[src/rtl/udma_spim_defines.sv]
// uDMA SPI master command opcodes shared by the register interface,
// the controller and the hardware command generator.
`ifndef UDMA_SPIM_DEFINES_SV
`define UDMA_SPIM_DEFINES_SV

`define SPI_CMD_CFG       4'b0000
`define SPI_CMD_SOT       4'b0001
`define SPI_CMD_SEND_CMD  4'b0010
`define SPI_CMD_SEND_ADDR 4'b0011
`define SPI_CMD_DUMMY     4'b0100
`define SPI_CMD_WAIT      4'b0101
`define SPI_CMD_TX_DATA   4'b0110
`define SPI_CMD_RX_DATA   4'b0111
`define SPI_CMD_RPT       4'b1000
`define SPI_CMD_EOT       4'b1001
`define SPI_CMD_RPT_END   4'b1010
`define SPI_CMD_RX_CHECK  4'b1011
`define SPI_CMD_FULL_DUPL 4'b1100
`define SPI_CMD_SETUP_UCA 4'b1101
`define SPI_CMD_SETUP_UCS 4'b1110

`endif

[src/rtl/udma_spim_cmd_gen_pkg.sv]
// Types and word builders for the uDMA SPI master command generator.
// Callers pass fields already zero-extended to their word slot width.
`include "udma_spim_defines.sv"

package udma_spim_cmd_gen_pkg;

    typedef enum logic [3:0] {
        ST_IDLE,
        ST_UCA,
        ST_UCS,
        ST_SOT,
        ST_CMD,
        ST_ADDR,
        ST_ADDR_RAW,
        ST_DUMMY,
        ST_DATA,
        ST_EOT
    } state_e;

    localparam int unsigned CMD_BITS  = 7;
    localparam int unsigned ADDR_BITS = 23;

    function automatic logic [31:0] word_uca(
        input logic        txrxn,
        input logic [26:0] buf_addr
    );
        return {`SPI_CMD_SETUP_UCA, txrxn, buf_addr};
    endfunction

    function automatic logic [31:0] word_ucs(
        input logic        txrxn,
        input logic [1:0]  ds,
        input logic [24:0] size
    );
        return {`SPI_CMD_SETUP_UCS, txrxn, ds, size};
    endfunction

    function automatic logic [31:0] word_sot(input logic [1:0] cs);
        return {`SPI_CMD_SOT, 26'd0, cs};
    endfunction

    function automatic logic [31:0] word_cmd(
        input logic       qpi,
        input logic [7:0] opcode
    );
        return {`SPI_CMD_SEND_CMD, qpi, 7'd0, 4'(CMD_BITS), 8'd0, opcode};
    endfunction

    function automatic logic [31:0] word_addr(input logic qpi);
        return {`SPI_CMD_SEND_ADDR, qpi, 6'd0, 5'(ADDR_BITS), 16'd0};
    endfunction

    function automatic logic [31:0] word_addr_raw(input logic [31:0] addr);
        return {8'h00, addr[23:0]};
    endfunction

    function automatic logic [31:0] word_dummy(input logic [4:0] dummy);
        return {`SPI_CMD_DUMMY, 7'd0, dummy - 5'd1, 16'd0};
    endfunction

    function automatic logic [31:0] word_data(
        input logic        txrxn,
        input logic        qpi,
        input logic [26:0] size_m1
    );
        logic [3:0] op;
        op = txrxn ? `SPI_CMD_TX_DATA : `SPI_CMD_RX_DATA;
        return {op, qpi, size_m1};
    endfunction

    function automatic logic [31:0] word_eot(input logic evt);
        return {`SPI_CMD_EOT, 27'd0, evt};
    endfunction

    // Skipped phases are resolved here so the FSM never visits them.
    function automatic state_e next_state(
        input state_e st,
        input logic   size_nz,
        input logic   addr_en,
        input logic   dummy_nz
    );
        state_e after_addr;
        after_addr = dummy_nz ? ST_DUMMY : (size_nz ? ST_DATA : ST_EOT);
        unique case (st)
            ST_IDLE:     return size_nz ? ST_UCA : ST_SOT;
            ST_UCA:      return ST_UCS;
            ST_UCS:      return ST_SOT;
            ST_SOT:      return ST_CMD;
            ST_CMD:      return addr_en ? ST_ADDR : after_addr;
            ST_ADDR:     return ST_ADDR_RAW;
            ST_ADDR_RAW: return after_addr;
            ST_DUMMY:    return size_nz ? ST_DATA : ST_EOT;
            ST_DATA:     return ST_EOT;
            default:     return ST_IDLE;
        endcase
    endfunction

endpackage

[src/rtl/udma_spim_cmd_gen.sv]
// Turns one flash transfer request into the uDMA SPI command word stream.
// state_q names the word currently presented on cmd_o.
module udma_spim_cmd_gen
    import udma_spim_cmd_gen_pkg::*;
#(
    parameter int unsigned L2_AWIDTH_NOAL = 12,
    parameter int unsigned TRANS_SIZE     = 16
) (
    input  logic                      clk_i,
    input  logic                      rstn_i,
    input  logic                      clear_i,
    input  logic                      req_valid_i,
    output logic                      req_ready_o,
    input  logic                      req_txrxn_i,
    input  logic [L2_AWIDTH_NOAL-1:0] req_buf_addr_i,
    input  logic [TRANS_SIZE-1:0]     req_size_i,
    input  logic [1:0]                req_ds_i,
    input  logic [1:0]                req_cs_i,
    input  logic                      req_qpi_i,
    input  logic [7:0]                req_opcode_i,
    input  logic                      req_addr_en_i,
    input  logic [31:0]               req_flash_addr_i,
    input  logic [4:0]                req_dummy_i,
    input  logic                      req_eot_evt_i,
    output logic [31:0]               cmd_o,
    output logic                      cmd_valid_o,
    input  logic                      cmd_ready_i,
    output logic                      busy_o,
    output logic                      done_o
);

    state_e                    state_q, state_d, nxt;
    logic [31:0]               cmd_q, cmd_d, word;
    logic                      cmd_valid_q, cmd_valid_d;
    logic                      done_q, done_d;

    logic                      txrxn_q;
    logic [L2_AWIDTH_NOAL-1:0] buf_addr_q;
    logic [TRANS_SIZE-1:0]     size_q;
    logic [1:0]                ds_q;
    logic [1:0]                cs_q;
    logic                      qpi_q;
    logic [7:0]                opcode_q;
    logic                      addr_en_q;
    logic [31:0]               flash_addr_q;
    logic [4:0]                dummy_q;
    logic                      eot_evt_q;

    logic                      capture, fire;
    logic                      sel_txrxn, sel_qpi, sel_addr_en, sel_evt;
    logic [L2_AWIDTH_NOAL-1:0] sel_buf_addr;
    logic [TRANS_SIZE-1:0]     sel_size, sel_size_m1;
    logic [1:0]                sel_ds, sel_cs;
    logic [7:0]                sel_opcode;
    logic [31:0]               sel_flash_addr;
    logic [4:0]                sel_dummy;

    assign capture = req_valid_i && (state_q == ST_IDLE);
    assign fire    = cmd_valid_q && cmd_ready_i;

    // The first word is built from the live request, later ones from the copy.
    always_comb begin
        sel_txrxn      = capture ? req_txrxn_i      : txrxn_q;
        sel_buf_addr   = capture ? req_buf_addr_i   : buf_addr_q;
        sel_size       = capture ? req_size_i       : size_q;
        sel_ds         = capture ? req_ds_i         : ds_q;
        sel_cs         = capture ? req_cs_i         : cs_q;
        sel_qpi        = capture ? req_qpi_i        : qpi_q;
        sel_opcode     = capture ? req_opcode_i     : opcode_q;
        sel_addr_en    = capture ? req_addr_en_i    : addr_en_q;
        sel_flash_addr = capture ? req_flash_addr_i : flash_addr_q;
        sel_dummy      = capture ? req_dummy_i      : dummy_q;
        sel_evt        = capture ? req_eot_evt_i    : eot_evt_q;
        sel_size_m1    = sel_size - TRANS_SIZE'(1);
    end

    always_comb begin
        nxt = next_state(capture ? ST_IDLE : state_q,
                         |sel_size, sel_addr_en, |sel_dummy);
        word = 32'd0;
        unique case (nxt)
            ST_UCA:      word = word_uca(sel_txrxn, 27'(sel_buf_addr));
            ST_UCS:      word = word_ucs(sel_txrxn, sel_ds, 25'(sel_size));
            ST_SOT:      word = word_sot(sel_cs);
            ST_CMD:      word = word_cmd(sel_qpi, sel_opcode);
            ST_ADDR:     word = word_addr(sel_qpi);
            ST_ADDR_RAW: word = word_addr_raw(sel_flash_addr);
            ST_DUMMY:    word = word_dummy(sel_dummy);
            ST_DATA:     word = word_data(sel_txrxn, sel_qpi,
                                          27'(sel_size_m1));
            ST_EOT:      word = word_eot(sel_evt);
            default:     word = 32'd0;
        endcase
    end

    always_comb begin
        state_d     = state_q;
        cmd_d       = cmd_q;
        cmd_valid_d = cmd_valid_q;
        done_d      = 1'b0;
        if (clear_i) begin
            state_d     = ST_IDLE;
            cmd_d       = 32'd0;
            cmd_valid_d = 1'b0;
        end else if (capture || fire) begin
            state_d     = nxt;
            cmd_d       = word;
            cmd_valid_d = (nxt != ST_IDLE);
            done_d      = fire && (state_q == ST_EOT);
        end
    end

    always_ff @(posedge clk_i or negedge rstn_i) begin
        if (!rstn_i) begin
            state_q      <= ST_IDLE;
            cmd_q        <= 32'd0;
            cmd_valid_q  <= 1'b0;
            done_q       <= 1'b0;
            txrxn_q      <= 1'b0;
            buf_addr_q   <= '0;
            size_q       <= '0;
            ds_q         <= 2'd0;
            cs_q         <= 2'd0;
            qpi_q        <= 1'b0;
            opcode_q     <= 8'd0;
            addr_en_q    <= 1'b0;
            flash_addr_q <= 32'd0;
            dummy_q      <= 5'd0;
            eot_evt_q    <= 1'b0;
        end else begin
            state_q     <= state_d;
            cmd_q       <= cmd_d;
            cmd_valid_q <= cmd_valid_d;
            done_q      <= done_d;
            if (capture && !clear_i) begin
                txrxn_q      <= req_txrxn_i;
                buf_addr_q   <= req_buf_addr_i;
                size_q       <= req_size_i;
                ds_q         <= req_ds_i;
                cs_q         <= req_cs_i;
                qpi_q        <= req_qpi_i;
                opcode_q     <= req_opcode_i;
                addr_en_q    <= req_addr_en_i;
                flash_addr_q <= req_flash_addr_i;
                dummy_q      <= req_dummy_i;
                eot_evt_q    <= req_eot_evt_i;
            end
        end
    end

    assign cmd_o       = cmd_q;
    assign cmd_valid_o = cmd_valid_q;
    assign done_o      = done_q;
    assign busy_o      = (state_q != ST_IDLE);
    assign req_ready_o = (state_q == ST_IDLE);

endmodule

[config.mk]
export PLATFORM = sky130hd
export DESIGN_NAME = udma_spim_cmd_gen
export DESIGN_NICKNAME = d
export VERILOG_FILES = /design/src/rtl/udma_spim_cmd_gen_pkg.sv /design/src/rtl/udma_spim_cmd_gen.sv
export VERILOG_INCLUDE_DIRS = /design/src /design/src/rtl
export SDC_FILE = /design/constraint.sdc
export NUM_CORES = 1
export LEC_CHECK = 0
export ABC_AREA = 1
export CORE_MARGIN = 2
export CORE_UTILIZATION = 28
export DETAILED_ROUTE_END_ITERATION = 8
export MAX_ROUTING_LAYER = met4
export PLACE_DENSITY = 0.58
export SLEW_MARGIN = 10
export SYNTH_ARGS = -nofsm -noshare
export SYNTH_HDL_FRONTEND = slang
export SYNTH_SLANG_ARGS = --single-unit
[constraint.sdc]
create_clock -name clk_i -period 7.75 [get_ports clk_i]
set_input_delay 1.55 -clock clk_i [delete_from_list [all_inputs] [get_ports clk_i]]
set_output_delay 1.55 -clock clk_i [all_outputs]
set_load 0.005 [all_outputs]
---- After elaboration in Yosys (flattened, before gate mapping) ----
Index checks and enable logic that the tools add are counted.
storage, ports and cells
  output and inout port bits .............. 36
  bits of input ports ..................... 86
  register bits ........................... 111
  logic and storage cells ................. 75
cells by class
  equal/unequal tests ..................... 18
  add/sub/neg operators ................... 2
  muxes and demuxes ....................... 27
  reduce and logical (&&, ||, !) cells .... 13
operator list
  operator               number
  $pmux 32 s9            1
  $mux 32                2
  $pmux 4 s9             1
  $eq 4x3->1 const B     8
  $mux 24                1
  $mux 4                 5
  $eq 4x2->1 const B     4
  $eq 4x4->1 const B     4
  $mux 16                1
  $reduce_or 16->1       1
  $sub 16x1->16 const B  1
  $mux 12                1
  $mux 1                 10
  $eq 4x1->1 const B     2
  $logic_not 4->1        2
  $mux 8                 1
  $reduce_bool 4->1      2
  $mux 2                 3
  $mux 5                 1
  $reduce_or 5->1        1
  $sub 5x1->5 const B    1
  $logic_and 1x1->1      4
  $reduce_bool 2->1      1
  $logic_not 1->1        1
  $logic_or 1x1->1       1

---- Longest topological paths before layout ----
Gate-level depths: netlist (run 1).
  depth in word-level cells ............... 12
  mapped depth ............................ 22
  gate-level depth less buffers ........... 19

---- Worst setup path before layout (run 1) ----
OpenSTA, ideal clock, no wires.
  kind .................................... input -> register
  from .................................... in req_valid_i
  to ...................................... reg cmd_q[27], in the netlist cmd_o[27]
  setup time .............................. 0.066 ns
  setup slack ............................. 3.871 ns
  data arrival time ....................... 3.814 ns
  data required time ...................... 7.684 ns
  cell stages on the path ................. 20
  buffers on the path ..................... 4
  path through ............................ clkbuf_2 > nand3_4 > buf_6 > inv_2 > buf_2 > o21ai_0 > ha_1 > inv_1 > nor2_2 > nand3_1 > nand2_1 > nand3_1 > nor2_4 > nand3_2 > buf_6 > nand2_1 > nand2_1 > nand2_1 > nand2_1 > nand2_1
on the way
  longest elaborated chain between the ends .. 11
  elaborated cells on any way between the ends .. 37
  those cells by class .................... 17 x eq/ne; 14 x mux; 6 x reduce/logical
ends and longest elaborated chain
  element                             RTL line                                                  text
  start: declaration                  udma_spim_cmd_gen.sv:12                                   input logic req_valid_i,
  $logic_and 1x1->1 (*)               udma_spim_cmd_gen.sv:58                                   assign capture = req_valid_i && (state_q == ST_IDLE);
  $mux 16                             udma_spim_cmd_gen.sv:65                                   sel_size = capture ? req_size_i : size_q;
  $reduce_or 16->1                    udma_spim_cmd_gen.sv:79                                   |sel_size, sel_addr_en, |sel_dummy);
  $mux 1                              udma_spim_cmd_gen_pkg.sv:83, udma_spim_cmd_gen_pkg.sv:92
  $mux 4                              udma_spim_cmd_gen_pkg.sv:83                               after_addr = dummy_nz ? ST_DUMMY : (size_nz ? ST_DATA : ST_EOT);
  $mux 4                              udma_spim_cmd_gen_pkg.sv:89                               ST_CMD: return addr_en ? ST_ADDR : after_addr;
  $pmux 4 s9                          udma_spim_cmd_gen_pkg.sv:84                               unique case (st)
  $eq 4x4->1 (tied with other cells)  udma_spim_cmd_gen.sv:81                                   unique case (nxt)
  $pmux 32 s9                         udma_spim_cmd_gen.sv:81
  $mux 32                             udma_spim_cmd_gen.sv:105                                  end else if (capture || fire) begin
  $mux 32                             udma_spim_cmd_gen.sv:101                                  if (clear_i) begin
  end signal: assignment              udma_spim_cmd_gen.sv:132                                  cmd_q <= cmd_d;
  end: declaration                    udma_spim_cmd_gen.sv:33                                   logic [31:0] cmd_q, cmd_d, word;
Every way passes the cells marked *; elsewhere a longest branch is shown, timed or not. The select of a mux whose other input is x is not followed.
A chain may end at the register's enable or synchronous reset.

---- Final worst setup path (run 1) ----
  from .................................... in req_valid_i
  to ...................................... reg cmd_q[8], in the netlist cmd_o[8]
Same word-level chain as after synthesis.

==> out/summary.txt, run 1 <==
Post-Syn Instances: 826
post-route design area: 7980 um2
placed cell area: 7640 um2
Resize count post-CTS: 0
detailed-route DRC error count: 0
RSZ-0062 raised after global routing: false
TNS Setup: 0 ns
post-route antenna net violation count: 0
LEAKAGE: 3.78 nW
Logic pwr share: 51.8%
Placer Congestion: 0.949
DIE AREA: 23,800 um2
GR Layer Usage met2: 26.8%
Post-synth top cells: nand2_1, dfrtp_1, inv_1
Fmax: 198 MHz
Die Height: 154 um
Worst VDD drop: 0.136 mV
CTS tree: yes
global-route wire length before repair: 30,500 um
Arr. time, crit path: 5.35 ns
initial antenna violation count: 0
final worst-path cycle share: 65.2%
TritonCTS buffer count: 9
WL final: 19,400 um
Hold WC Path Type: reg2reg
Syn Std Cell Area: 6330 um2
pin count of the biggest net entering global routing: 75
most frequent cell after synthesis: nand2_1
Sw Ratio: 44.2%
clk slew on worst S/H paths: 0.07 ns
post-CTS setup buffer count: 0
CP Class: in2reg
pwr/cell area: 382 nW/um2
clk_lat worst skew: 0.36 ns
Net Count, Synth: 915
Antenna Cells: 0
Area growth syn-to-layout: 26.1%
post-DP HPWL: 14,100 um
io pins: 122
Worst setup EP type: flip-flop
CTS Sinks: 110
I/O Buffers: 112
DR vias: 5,685
FP Rows: 54
grt ovf: 0
Placed Instances: 1,184
Initial Util: 28.7%
fin crit period: 5.06 ns
Net Sw Power: 1.35 mW
met1 Resource Use GR: 22.6%
CTS root buf: clkbuf_16
Final setup violation count: 0
internal power: 1.70 mW
sequential area share after synthesis: 43.5%
status: complete, no violations
number of synthesized flops with an enable pin: 0
fraction of layout cells with a size suffix above 1: 8.91%
Synth Register Bits: 110
Layout Skew: 0.00793 ns
drt first pass iters: 4
width of the die: 154 um
core area: 22,000 um2
largest cells by area after synthesis: dfrtp_1, nand2_1, o21ai_0
Synth Warn #: 0
asr flop ratio synth: 100%
cts-stage hold buffer count: 0
number of max-cap violations: 0
syn_area_per_cell: 7.66 um2
Hold Fails Final Rpt: 0
fin cells: 1,200
vias in the first global route: 5,482
wire per inst: 16.1 um
cell type with the largest total area after synthesis: dfrtp_1
buffer depth of the longest clock path: 2
top-area cell type share of the netlist area: 43.5%
post-synthesis cell type count: 43
gr busiest metal: met2
Vias/cell: 4.74
Least-Margin Pin Slew: 0.964 ns
critical path launch point type: input pin
sequential group share of total power: 31.0%
Post-Route Utilization: 36.2%
nets: 1,004
DR iter-0 viols: 324
crit-path max FO: 46
Post-synth top flop: dfrtp_1
Worst EP required: 8.05 ns
pre-CTS setup slack: 2.39 ns
final setup margin: 2.69 ns
Worst slew margin: 35.6%
clock network power share: 17.2%
Slew Limit Fails: 0
Max H-tree Level: 3
total track usage: 17.0%
met3 Usage GRT: 3.25%
## logic make-up (layout without fill, tap and decap cells)
group / Yosys count / in the layout / share of synthesized area [%]
buffers and inverters: 125 / 219 / 8.35
AO/OA/AOI/OAI: 137 / 137 / 12.6
multiplexers: 28 / 28 / 4.98
XOR/XNOR: 16 / 16 / 2.22
other: 1 / 1 / 0.0593
flip-flops: 110 / 110 / 43.5
AND/OR/NAND/NOR: 406 / 406 / 27.7
adder cells (fa/ha/maj): 3 / 3 / 0.593
## registers in the layout, indices dropped and copies added, names as in the netlist, 2 cells and up
register and flops:
flash_addr_q 24, opcode_q 8, dummy_q 5, state_q 4, ds_q 2, size_q 16, cs_q 2, buf_addr_q 12
cmd_o 31
## routing by layer
metal	share of wire, %	vias up
met5	0	-
met4	1.7	0
met3	4.1	18
met2	47	125
met1	48	2685
li1	-	2857
## worst max-delay path, stage by stage
cell and delay [ns]:
clkdlybuf4s50_1 0.80, nand3_4 0.26, buf_4 0.47, o21a_1 0.28, inv_2 0.07, ha_1 0.24
nand3_2 0.17, nor2_2 0.08, nand2_1 0.08, nand2_1 0.07, a21oi_1 0.33, nand3_2 0.34
inv_1 0.28, nand2_1 0.09, nand4_1 0.07, nand2_1 0.07, nand2_1 0.09
## cell usage in the layout (no fill, tap or decap), types with 3 or more instances in the layout
cell type        Yosys  routed
nand2_4              2       3
clkbuf_16            0       9
a21oi_1             12      12
dfrtp_1            110     110
nor2_1              31      30
nor3_1               5       5
nand2_2              6       6
nor2_2               5       6
mux2_2              28      28
inv_1               81      81
nand2_1            290     289
nand4_1             27      27
o21ai_1             11      11
nand3_1             25      25
nor2_4               4       4
o21ai_0             72      72
buf_4                4       8
o211ai_1            26      26
clkdlybuf4s50_1      0     111
xnor2_1              8       8
xor2_1               8       8
ha_1                 3       3
o22ai_1              6       6
inv_2                3       3
## path summary, 6_finish.rpt
path	start	endpoint	slack [ns]	depth (start not counted)
max in group asynchronous	rstn_i	cmd_o[14]$_DFFE_PN0P_	5.28	2
worst min register to register	cmd_o[31]$_DFFE_PN0P_	cmd_o[31]$_DFFE_PN0P_	0.48	2
worst min-delay path	cmd_o[31]$_DFFE_PN0P_	cmd_o[31]$_DFFE_PN0P_	0.48	2
worst max-delay path	req_valid_i	cmd_o[8]$_DFFE_PN0P_	2.69	17
min in group asynchronous	rstn_i	size_q[0]$_DFFE_PN0P_	1.26	1
worst max register to register	state_q[1]$_DFFE_PN0P_	cmd_o[30]$_DFFE_PN0P_	4.08	15
## power by group through the flow
stage               Combinational [mW]  Clock [mW]  Sequential [mW]
floorplan                         1.08           0            0.929
global placement                  1.57           0            0.944
detailed placement                1.58           0            0.955
CTS                               1.59       0.535            0.945
global route                      1.77       0.556            0.974
finish                            1.58       0.523            0.946
## metrics by stage
step | hold WS (ns) | total power [mW]
after floorplan | 0.448 | 2.01
after global placement | 0.461 | 2.51
after detailed placement | 0.467 | 2.53
after CTS | 0.486 | 3.07
after global routing | 0.500 | 3.30
final | 0.482 | 3.05
## area by class of cell
type | count | area [um2]
Sequential cell | 110 | 2750
Clock buffer | 12 | 256
Tap cell | 280 | 350
Multi-Input combinational cell | 591 | 3060
Fill cell | 2331 | 14000
Clock inverter | 4 | 76.3
Inverter | 84 | 315
Timing Repair Buffer | 119 | 1170
(Power assumes the default switching activity.)
==> run 2, diff against run 1 <==
==> constraint.sdc (replaced) <==
create_clock -name clk_i -period 5.13 [get_ports clk_i]
set_input_delay 1.026 -clock clk_i [delete_from_list [all_inputs] [get_ports clk_i]]
set_output_delay 1.026 -clock clk_i [all_outputs]
set_load 0.005 [all_outputs]
==> run 2 against run 1 <==
Sequential power is 51% higher. Largest cell class unchanged. Flip-flop and latch count stayed put. Critical endpoint is now cmd_o[28]$_DFFE_PN0P_. Hold slack worse by 0.0033 ns. Final cell count is 0.25% higher. Clock power is 38% higher. Non-clock buffer count is 3 higher. Highest routed layer unchanged. Final area hardly changed. First-iteration DRC count is 7.4% higher.
==> out/summary.txt, run 2 (same netlist as run 1, synthesis figures left out) <==
status: complete, no violations
final worst-path cycle share: 79.1%
pin count of the biggest net entering global routing: 74
Layout Skew: 0.0130 ns
core area: 22,000 um2
TNS Setup: 0 ns
Least-Margin Pin Slew: 0.931 ns
final setup margin: 1.07 ns
TritonCTS buffer count: 9
Hold Fails Final Rpt: 0
CP most frequent cell: nand2_1
Worst path max stage delay: 0.47 ns
clock network power share: 15.9%
pre-CTS setup slack: 0.673 ns
total track usage: 17.3%
Die Height: 154 um
initial antenna violation count: 0
Worst setup EP type: flip-flop
Tot Pwr: 4.56 mW
pwr/cell area: 571 nW/um2
CTS tree: yes
I/O Buffers: 112
global-route wire length before repair: 31,000 um
internal power: 2.52 mW
CTS Sinks: 110
fin cells: 1,203
CP max stage cell: clkdlybuf4s50_1
post-CTS setup buffer count: 0
critical path launch point type: input pin
Area growth syn-to-layout: 26.1%
max reg flops: 31
vias in the first global route: 5,537
post-route antenna net violation count: 0
Arr. time, crit path: 4.36 ns
post-DP HPWL: 14,200 um
drt first pass iters: 5
sequential group share of total power: 31.3%
CP delay by family, top: simple AND/OR/NAND/NOR gates
Sw Ratio: 44.7%
RSZ-0062 raised after global routing: false
clk slew on worst S/H paths: 0.07 ns
nets: 1,007
DR iter-0 viols: 348
FP Rows: 54
number of max-cap violations: 0
width of the die: 154 um
Post-Route Utilization: 36.2%
CTS root buf: clkbuf_16
CP Class: in2reg
LEAKAGE: 3.79 nW
WL final: 19,200 um
commonest non-fill, non-tap cell in the layout: nand2_1
Worst EP required: 5.43 ns
Worst slew margin: 37.9%
fraction of layout cells with a size suffix above 1: 9.21%
fin crit period: 4.06 ns
crit-path cells: clkdlybuf4s50_1 -> nand3_4 -> buf_4 -> o21a_1 -> inv_2 -> ha_1 -> nand3_2 -> nor2_2 -> nand2_1 -> nand2_1 -> a21oi_1 -> nand3_2 -> or2_1 -> nand3b_1 -> nand2_1 -> nand2_1
DR vias: 5,594
Antenna Cells: 0
Max H-tree Level: 3
Initial Util: 28.7%
crit-path max FO: 41
Hold WC Path Type: reg2reg
DIE AREA: 23,800 um2
Logic pwr share: 52.8%
wire per inst: 15.9 um
Slew Limit Fails: 0
cts-stage hold buffer count: 0
Placer Congestion: 0.949
commonest cells after routing, fill and taps aside: nand2_1, clkdlybuf4s50_1, dfrtp_1
Fmax: 247 MHz
grt ovf: 0
Worst VDD drop: 0.210 mV
Final setup violation count: 0
Placed Instances: 1,187
buffer depth of the longest clock path: 2
detailed-route DRC error count: 0
io pins: 122
Net Sw Power: 2.04 mW
Resize count post-CTS: 0
Vias/cell: 4.65
clk_lat worst skew: 0.37 ns
Worst Path Buf+Inv: 3
[run 2: path summary, 6_finish.rpt]
path | slack (ns) | start | to | cells past startpoint
worst max register to register | 1.54 | state_q[2]$_DFFE_PN0P_ | cmd_o[28]$_DFFE_PN0P_ | 18
max in group asynchronous | 3.72 | rstn_i | cmd_o[18]$_DFFE_PN0P_ | 2
worst min register to register | 0.48 | cmd_o[9]$_DFFE_PN0P_ | cmd_o[9]$_DFFE_PN0P_ | 2
min in group asynchronous | 0.50 | rstn_i | opcode_q[4]$_DFFE_PN0P_ | 1
worst max-delay path | 1.07 | req_valid_i | cmd_o[28]$_DFFE_PN0P_ | 16
worst min-delay path | 0.48 | cmd_o[9]$_DFFE_PN0P_ | cmd_o[9]$_DFFE_PN0P_ | 2
[run 2: final cells by class]
class | count | area (um2)
multi-input cells | 591 | 3060
fillers | 2343 | 14000
repair buffers | 122 | 1210
clock inverters | 5 | 56.3
flip-flops and latches | 110 | 2750
clock buffers | 11 | 243
inverters | 84 | 315
well taps | 280 | 350
[run 2: per-stage QoR]
| stage | instance area, um2 | hold slack (ns) |
|---|---|---|
| after global routing | 7980 | 0.504 |
| after detailed placement | 7680 | 0.466 |
| after CTS | 7980 | 0.485 |
| after global placement | 7680 | 0.462 |
| final | 7980 | 0.479 |
| after floorplan | 6330 | 0.448 |
[run 2: per-layer routing]
layer / vias up / track usage, % / part of all wire [%]
met5: - / - / 0
met4: 0 / 4.10 / 1.6
met3: 16 / 3.45 / 3.6
met2: 118 / 26.9 / 45
met1: 2596 / 23.4 / 49
li1: 2864 / - / -
[run 2: worst reg2reg max path: stages (launching register included)]
cell and delay [ns]:
dfrtp_1 0.41, nor2_2 0.11, buf_4 0.26, nand3_4 0.16
inv_2 0.25, or2_1 0.15, o21a_1 0.21, inv_2 0.07
ha_1 0.23, nand3_2 0.16, nor2_2 0.08, nand2_1 0.07
nand2_1 0.08, a21oi_1 0.34, nand3_2 0.35, or2_1 0.32
nand3b_1 0.13, nand2_1 0.07, nand2_1 0.08
[run 2: power groups by stage]
stage	sequential, mW	clock, mW	combinational (mW)
floorplan	1.40	0	1.64
global placement	1.43	0	2.38
detailed placement	1.44	0	2.40
CTS	1.43	0.743	2.41
global route	1.47	0.782	2.70
finish	1.43	0.724	2.40
